==> config.mk <==
export PLATFORM = sky130hd
export DESIGN_NAME = riscv_vec_alu_seq_flat
export DESIGN_NICKNAME = d
export VERILOG_FILES = /design/src/rtl/riscv_vec_pkg.sv /design/src/rtl/riscv_vec_alu_seq_if.sv /design/src/rtl/riscv_vec_lane_alu.sv /design/src/rtl/riscv_vec_alu_seq.sv /design/src/flat_wrapper.sv
export SDC_FILE = /design/constraint.sdc
export NUM_CORES = 2
export LEC_CHECK = 0
export ABC_AREA = 1
export BUFFER_PORTS_ARGS = -buffer_cell sky130_fd_sc_hd__buf_2
export CAP_MARGIN = 5
export CORE_AREA = 2 2 416 418
export DETAILED_ROUTE_END_ITERATION = 10
export DIE_AREA = 0 0 418 420
export GPL_TIMING_DRIVEN = 0
export PLACE_DENSITY_LB_ADDON = 0.15
export SLEW_MARGIN = 20
export SYNTH_ARGS = -nofsm -noshare
export SYNTH_HDL_FRONTEND = slang
export SYNTH_HIERARCHICAL = 1
export SYNTH_SLANG_ARGS = --single-unit
==> constraint.sdc <==
create_clock -name clk -period 4.3 [get_ports clk]
set_input_delay 0.86 -clock clk [delete_from_list [all_inputs] [get_ports clk]]
set_output_delay 0.86 -clock clk [all_outputs]
set_load 0.005 [all_outputs]
==> src/rtl/riscv_vec_pkg.sv <==
// Shared definitions for the riscvvec vector ALU sequencer: opcodes,
// default geometry, sequencer states and small opcode helpers.
package riscv_vec_pkg;

  localparam int unsigned VEC_NLANES = 8;
  localparam int unsigned VEC_LANE_W = 32;

  localparam logic [3:0] VFN_ADDV   = 4'd0;
  localparam logic [3:0] VFN_SUBV   = 4'd1;
  localparam logic [3:0] VFN_SLTV   = 4'd2;
  localparam logic [3:0] VFN_SEQV   = 4'd3;
  localparam logic [3:0] VFN_ANDV   = 4'd4;
  localparam logic [3:0] VFN_ADDX   = 4'd5;
  localparam logic [3:0] VFN_SUBX   = 4'd6;
  localparam logic [3:0] VFN_SLTX   = 4'd7;
  localparam logic [3:0] VFN_SEQX   = 4'd8;
  localparam logic [3:0] VFN_ANDX   = 4'd9;
  localparam logic [3:0] VFN_REDSUM = 4'd10;

  typedef enum logic [1:0] {
    ST_IDLE,
    ST_RUN,
    ST_DONE
  } seq_state_e;

  // X variants take the scalar operand in place of vector B
  function automatic logic fn_is_x(input logic [3:0] fn);
    return (fn >= VFN_ADDX) && (fn <= VFN_ANDX);
  endfunction

  function automatic logic fn_is_illegal(input logic [3:0] fn);
    return fn > VFN_REDSUM;
  endfunction

endpackage

==> src/rtl/riscv_vec_alu_seq_if.sv <==
// Request/response channel between vector issue and the ALU sequencer.
interface riscv_vec_alu_seq_if #(
  parameter int unsigned NLANES = 8,
  parameter int unsigned LANE_W = 32,
  parameter int unsigned VLW    = 4
);
  logic                     req_val;
  logic                     req_rdy;
  logic [3:0]               req_fn;
  logic [NLANES*LANE_W-1:0] req_vec_a;
  logic [NLANES*LANE_W-1:0] req_vec_b;
  logic [LANE_W-1:0]        req_scalar;
  logic [NLANES-1:0]        req_vm;
  logic [VLW-1:0]           req_vl;
  logic [NLANES*LANE_W-1:0] req_vd_old;
  logic                     resp_val;
  logic                     resp_rdy;
  logic [NLANES*LANE_W-1:0] resp_vec;
  logic                     resp_err;

  modport master (
    output req_val, req_fn, req_vec_a, req_vec_b, req_scalar, req_vm,
           req_vl, req_vd_old, resp_rdy,
    input  req_rdy, resp_val, resp_vec, resp_err
  );

  modport slave (
    input  req_val, req_fn, req_vec_a, req_vec_b, req_scalar, req_vm,
           req_vl, req_vd_old, resp_rdy,
    output req_rdy, resp_val, resp_vec, resp_err
  );
endinterface

==> src/rtl/riscv_vec_lane_alu.sv <==
// Single-element combinational ALU. REDSUM is an add: the sequencer feeds
// the running accumulator on b.
module riscv_vec_lane_alu
  import riscv_vec_pkg::*;
#(
  parameter int unsigned LANE_W = 32
) (
  input  logic [3:0]        fn,
  input  logic [LANE_W-1:0] a,
  input  logic [LANE_W-1:0] b,
  output logic [LANE_W-1:0] result,
  output logic              illegal
);

  // Decode the operation; undefined codes yield 0 and flag illegal
  always_comb begin
    result  = '0;
    illegal = 1'b0;
    case (fn)
      VFN_ADDV, VFN_ADDX, VFN_REDSUM: result = a + b;
      VFN_SUBV, VFN_SUBX:             result = a - b;
      VFN_SLTV, VFN_SLTX:             result = LANE_W'($signed(a) < $signed(b));
      VFN_SEQV, VFN_SEQX:             result = LANE_W'(a == b);
      VFN_ANDV, VFN_ANDX:             result = a & b;
      default:                        illegal = 1'b1;
    endcase
  end

endmodule

==> src/rtl/riscv_vec_alu_seq.sv <==
// Lane-serial vector ALU sequencer: latches one request, walks one element
// per cycle through a shared lane ALU, and returns the assembled vector.
module riscv_vec_alu_seq
  import riscv_vec_pkg::*;
#(
  parameter int unsigned NLANES = VEC_NLANES,
  parameter int unsigned LANE_W = VEC_LANE_W,
  parameter int unsigned VLW    = 4
) (
  input  logic                clk,
  input  logic                reset,
  input  logic                kill,
  output logic                busy,
  riscv_vec_alu_seq_if.slave  io
);

  localparam int unsigned IW = (NLANES > 1) ? $clog2(NLANES) : 1;

  seq_state_e state_q, state_d;

  logic [NLANES-1:0][LANE_W-1:0] a_r, b_r, res_r;
  logic [LANE_W-1:0]             scalar_r, acc_r;
  logic [NLANES-1:0]             vm_r;
  logic [VLW-1:0]                vl_r;
  logic [3:0]                    fn_r;
  logic [IW-1:0]                 idx_r;
  logic                          err_r;

  logic [VLW-1:0]    vl_clamp;
  logic              accept;
  logic              last;
  logic [LANE_W-1:0] alu_b;
  logic [LANE_W-1:0] alu_res;
  logic              alu_illegal;

  assign vl_clamp = (io.req_vl > VLW'(NLANES)) ? VLW'(NLANES) : io.req_vl;
  assign accept   = (state_q == ST_IDLE) && io.req_val && !kill;
  assign last     = (VLW'(idx_r) == (vl_r - VLW'(1)));

  assign io.req_rdy  = (state_q == ST_IDLE);
  assign io.resp_val = (state_q == ST_DONE);
  assign io.resp_vec = res_r;
  assign io.resp_err = err_r;
  assign busy        = (state_q != ST_IDLE);

  // Select the second ALU operand: accumulator, scalar or element of B
  always_comb begin
    alu_b = b_r[idx_r];
    if (fn_r == VFN_REDSUM)
      alu_b = acc_r;
    else if (fn_is_x(fn_r))
      alu_b = scalar_r;
  end

  riscv_vec_lane_alu #(.LANE_W(LANE_W)) u_lane_alu (
    .fn      (fn_r),
    .a       (a_r[idx_r]),
    .b       (alu_b),
    .result  (alu_res),
    .illegal (alu_illegal)
  );

  // State register
  always_ff @(posedge clk or negedge reset) begin
    if (!reset) state_q <= ST_IDLE;
    else        state_q <= state_d;
  end

  // Next-state decode; kill wins over both acceptance and resp_rdy
  always_comb begin
    state_d = state_q;
    case (state_q)
      ST_IDLE: if (accept) state_d = (vl_clamp == '0) ? ST_DONE : ST_RUN;
      ST_RUN:  if (kill) state_d = ST_IDLE;
               else if (last) state_d = ST_DONE;
      ST_DONE: if (kill || io.resp_rdy) state_d = ST_IDLE;
      default: state_d = ST_IDLE;
    endcase
  end

  // Operand latch and per-element result write. The result register is
  // preloaded with vd_old (or zeros for REDSUM) so inactive and
  // beyond-vl elements need no further write during the walk.
  always_ff @(posedge clk or negedge reset) begin
    if (!reset) begin
      a_r      <= '0;
      b_r      <= '0;
      res_r    <= '0;
      scalar_r <= '0;
      acc_r    <= '0;
      vm_r     <= '0;
      vl_r     <= '0;
      fn_r     <= '0;
      idx_r    <= '0;
      err_r    <= 1'b0;
    end else if (accept) begin
      a_r      <= io.req_vec_a;
      b_r      <= io.req_vec_b;
      scalar_r <= io.req_scalar;
      vm_r     <= io.req_vm;
      vl_r     <= vl_clamp;
      fn_r     <= io.req_fn;
      idx_r    <= '0;
      acc_r    <= '0;
      err_r    <= fn_is_illegal(io.req_fn);
      res_r    <= (io.req_fn == VFN_REDSUM) ? '0 : io.req_vd_old;
    end else if (state_q == ST_RUN && !kill) begin
      idx_r <= idx_r + IW'(1);
      err_r <= err_r | alu_illegal;
      if (vm_r[idx_r]) begin
        if (fn_r == VFN_REDSUM) begin
          acc_r    <= alu_res;
          res_r[0] <= alu_res;
        end else begin
          res_r[idx_r] <= alu_res;
        end
      end
    end
  end

endmodule

==> src/flat_wrapper.sv <==
// flat-port wrapper written by rule: the top's interface ports become plain ports
module riscv_vec_alu_seq_flat import riscv_vec_pkg::*;
#(
  parameter int unsigned NLANES = VEC_NLANES,
  parameter int unsigned LANE_W = VEC_LANE_W,
  parameter int unsigned VLW    = 4
)
  (clk, reset, kill, busy, io_req_val, io_req_fn, io_req_vec_a, io_req_vec_b, io_req_scalar, io_req_vm, io_req_vl, io_req_vd_old, io_resp_rdy, io_req_rdy, io_resp_val, io_resp_vec, io_resp_err);
  riscv_vec_alu_seq_if #(.NLANES(NLANES), .LANE_W(LANE_W), .VLW(VLW)) io_i ();
  input  logic clk;
  input  logic reset;
  input  logic kill;
  output logic busy;
  input wire logic [$bits(io_i.req_val)-1:0] io_req_val;
  input wire logic [$bits(io_i.req_fn)-1:0] io_req_fn;
  input wire logic [$bits(io_i.req_vec_a)-1:0] io_req_vec_a;
  input wire logic [$bits(io_i.req_vec_b)-1:0] io_req_vec_b;
  input wire logic [$bits(io_i.req_scalar)-1:0] io_req_scalar;
  input wire logic [$bits(io_i.req_vm)-1:0] io_req_vm;
  input wire logic [$bits(io_i.req_vl)-1:0] io_req_vl;
  input wire logic [$bits(io_i.req_vd_old)-1:0] io_req_vd_old;
  input wire logic [$bits(io_i.resp_rdy)-1:0] io_resp_rdy;
  output wire logic [$bits(io_i.req_rdy)-1:0] io_req_rdy;
  output wire logic [$bits(io_i.resp_val)-1:0] io_resp_val;
  output wire logic [$bits(io_i.resp_vec)-1:0] io_resp_vec;
  output wire logic [$bits(io_i.resp_err)-1:0] io_resp_err;
  assign io_i.req_val = io_req_val;
  assign io_i.req_fn = io_req_fn;
  assign io_i.req_vec_a = io_req_vec_a;
  assign io_i.req_vec_b = io_req_vec_b;
  assign io_i.req_scalar = io_req_scalar;
  assign io_i.req_vm = io_req_vm;
  assign io_i.req_vl = io_req_vl;
  assign io_i.req_vd_old = io_req_vd_old;
  assign io_i.resp_rdy = io_resp_rdy;
  assign io_req_rdy = io_i.req_rdy;
  assign io_resp_val = io_i.resp_val;
  assign io_resp_vec = io_i.resp_vec;
  assign io_resp_err = io_i.resp_err;
  riscv_vec_alu_seq #(.NLANES(NLANES), .LANE_W(LANE_W), .VLW(VLW)) u_core (.clk(clk), .reset(reset), .kill(kill), .busy(busy), .io(io_i));
endmodule
==> results.md <==
- Status: complete, but fails checks
- Failing checks: setup timing
- Antenna-violating nets left: 0
- Setup ws final: -31.1 ps
- Mapped Area: 0.0460 mm2
- Critical R2R Launch: u_core/idx_r[1]$_DFFE_PN0N_
- Total Power: 0.0706 W
- Clock sinks: roughly 850
- Dpl cell area: 0.0545 mm2
- Register area share after synthesis: between 40% and 50%
- Area fraction of the dominant cell type after synthesis: 46.4%
- Largest cells by area after synthesis: dfrtp_1 (46%), nand2_1 (25%), nand3_1 (5.3%), nand4_1 (3.9%), o21ai_0 (3.5%)
- Setup crit end kind: register
- Total Routing Usage GR: 31.0%
- Die extent in y: 420 um
- DR pass1 iterations: 6
- Clock Path Buffers: 3
- Syn Area/Cell: around 7 um2
- Final wirelength: 283 mm
- Gate power share: ~68%
- Clock group share of total power: between 10% and 20%
- Vias: 51100
- Boundary Pins: about 1100
- Worst-path clk slew: 60 ps
- Final Net Count: 8654
- GRT overflow: 0
- Type of the tightest min-delay check: in2reg
- Sw frac: 54.7%
- Pin count of the biggest net entering global routing: 131
- Max incr delay on CP: roughly 400 ps
- Dominant synthesized flop cell: dfrtp_1
- RSZ-0062 raised after global routing: yes
- Final Skew: 53.4 ps
- Max_cap viols: 0
- Via density: between 5 and 6
- CTS H-tree depth: 3
- Root Buffer Master: clkbuf_16
- Die ar.: around 0.18 mm2
- Power density over the cells: 1130 mW/mm2
- Final HPWL DP: 223 mm
- Final Util: 36.7%
- LEAKAGE: between 30 and 40 nW
- Worst skew pair latency: 750 ps
- Core Box Area: 0.171 mm2
- Fill cells: 18500
- Slew at the pin closest to its max-slew limit: 1120 ps
- Fin crit period: 4330 ps
- Final instance area: around 0.063 mm2
- Initial antenna violation count: 44
- Hold Vio Cnt, Final: 0
- Fin crit share: 101%
- Layout cell share with drive strength beyond 1: 27.1%
- Seq pwr share: 19.3%
- Crit path required time: ~4900 ps
- M3 GR Usage: 4.27%
- Width of the chip: 418 um
- EDFF count, synth: 0
- Final setup fails: 9
- Syn Inst Count: 6453
- Sequential cell area: between 0.02 and 0.025 mm2
- TritonCTS clock tree: yes
- GR Layer Usage met1: 38.0%
- Area of the multi-input gates: 0.0238 mm2
- Initial drt markers: 4743
- Critical path arrival: around 5000 ps
- Placed cells: slightly below 10000
- P&R area growth vs syn: 36.1%
- Critical path type: reg2reg
- Warnings from Yosys: 6
- Routing usage on met2: 52.4%
- HP Start: io_req_vec_b[64]
- CP Max Fanout: 8
- Slowest library cell on the worst path: nand3b_1
- WHS: just over 300 ps
- Achievable Freq: 0.231 GHz
- Int Pwr: roughly 0.032 W
- Port Buffers: 1080
- R2r setup slk: -30 ps
- Most common cell in the netlist: nand2_1
- Reported net switching power: 0.0386 W
- Setup crit start: u_core/idx_r[1]$_DFFE_PN0N_
- DRC: 0
- Net count after synthesis: roughly 7300
- Yosys reg bits: 854
- Num CTS Buffers: 100
- Post-synth cell types: 50
- Gpl congestion: 0.953
- Peak VDD IR: 0.686 mV
- Top post-synthesis cells by count: nand2_1 (3078), dfrtp_1 (854), nand3_1 (487)
- Busiest grt layer: met2
- Floorplan row count: between 150 and 200
- Vias in the first global route: 49900
- Finished Layout Cells: 10100
- Post-synth top area cell: dfrtp_1
- Final slew viol count: 0
- Slew headroom: 25.6%
- Most frequent CP cell: nand2_1
- Global-route wire length before repair: between 300 and 400 mm
- Crit path launch type: register
- FFs w/ async S/R, synth: 100%
- Initial core utilization: 26.9%
- Avg WL per Cell: 28.0 um
==> through the flow <==
stage          setup TNS (ps)  setup WS (ps)
4_1_cts                 -35.8          -11.2
3_3_place_gp                -         -17970
3_5_place_dp          -721720          -2920
2_1_floorplan               0            788
6_report                 -105          -31.1
5_1_grt                -11780           -163
==> metal layers <==
metal  vias up  wire length (um)
met1     24900            113000
met3       551             16900
met5         -               124
li1      23400                 -
met2      2231            135000
met4        18             18600
==> path summary, 6_finish.rpt <==
| check | endpoint | cells after the start |
|---|---|---|
| setup / recovery | u_core/io.resp_vec[179]$_DFFE_PN0P_ | 29 |
| hold / removal | u_core/b_r[64]$_DFFE_PN0P_ | 3 |
| setup reg to reg | u_core/io.resp_vec[179]$_DFFE_PN0P_ | 29 |
| hold reg to reg | u_core/io.resp_vec[10]$_DFFE_PN0P_ | 2 |
| max in group asynchronous | u_core/a_r[212]$_DFFE_PN0P_ | 6 |
| min in group asynchronous | u_core/io.resp_vec[99]$_DFFE_PN0P_ | 2 |
==> final cells by class <==
class                   instances  share of cell area (%)
clock buffers                 149                    4.70
multi-input cells            4755                    38.0
repair buffers               1211                    11.1
plain buffers                 418                    4.11
repair inverters                1                  0.0180
inverters                     424                    2.71
flip-flops and latches        854                    34.1
diodes                         19                  0.0759
well taps                    2233                    4.46
clock inverters                35                   0.739
==> flip-flops by register name, summed over array words and instances, names as in the netlist <==
signal and flops:
u_core/a_r 256, u_core/b_r 256, u_core/io.resp_vec 256, u_core/acc_r 32, u_core/scalar_r 32, u_core/vm_r 8, u_core/fn_r 4, u_core/vl_r 4
u_core/idx_r 3, u_core/state_q 2, u_core/io.resp_err 1
==> cell usage in the layout, fill, tap and decap left out, types with 24 or more instances in the layout <==
master,Yosys,final
o21ai_0,326,229
a21oi_2,5,31
nor2_4,2,32
nand2_1,3078,2896
clkbuf_1,230,202
nand2_4,1,40
clkbuf_8,0,36
nand4_1,287,287
dfrtp_1,854,853
buf_12,0,34
o21ai_2,1,42
buf_4,16,96
ha_1,66,47
inv_1,404,346
nand2_2,10,130
o21ai_1,23,76
clkbuf_16,0,111
buf_2,129,1195
buf_6,10,38
nor2_2,19,31
a21oi_1,164,125
inv_2,17,56
nor2_1,126,84
nand3_2,3,43
nand3_1,487,430
buf_1,35,24
==> worst max-delay path: cells and delay by family (launching register included) <==
kind / cells / cell delay (ps)
and+or+nand+nor: 20 / 2410
AOI/OAI and AO/OA: 2 / 390
buffers and inverters: 6 / 790
adders and majority gates: 1 / 200
DFF: 1 / 360
==> power groups by stage <==
stage / sequential, W / clock, W / combinational, W
finish: 0.0136 / 0.00899 / 0.0480
global route: 0.0140 / 0.00947 / 0.0510
CTS: 0.0135 / 0.00916 / 0.0422
detailed placement: 0.0135 / 0 / 0.0367
global placement: 0.0136 / 0 / 0.0365
floorplan: 0.0130 / 0 / 0.0204
==> logic make-up after synthesis <==
group | count (synthesis) | share of synthesized area (%)
buffers and inverters | 844 | 7.53
AO/OA/AOI/OAI | 627 | 7.60
AND/OR/NAND/NOR | 4054 | 36.5
adder cells (fa/ha/maj) | 68 | 1.88
XOR/XNOR | 6 | 0.114
flip-flops | 854 | 46.4
==> what timing repair did <==
item / 4_1_cts / 5_1_grt
cloned: 2 / 10
hold buffers: 1 / 0
endpoints found under the hold margin: 25 / 0
setup endpoints to repair: 288 / 269
resized for setup: 617 / 416
pin swaps: 108 / 147
setup buffers: 74 / 37
Note: power is estimated with default switching activity, not from simulation.
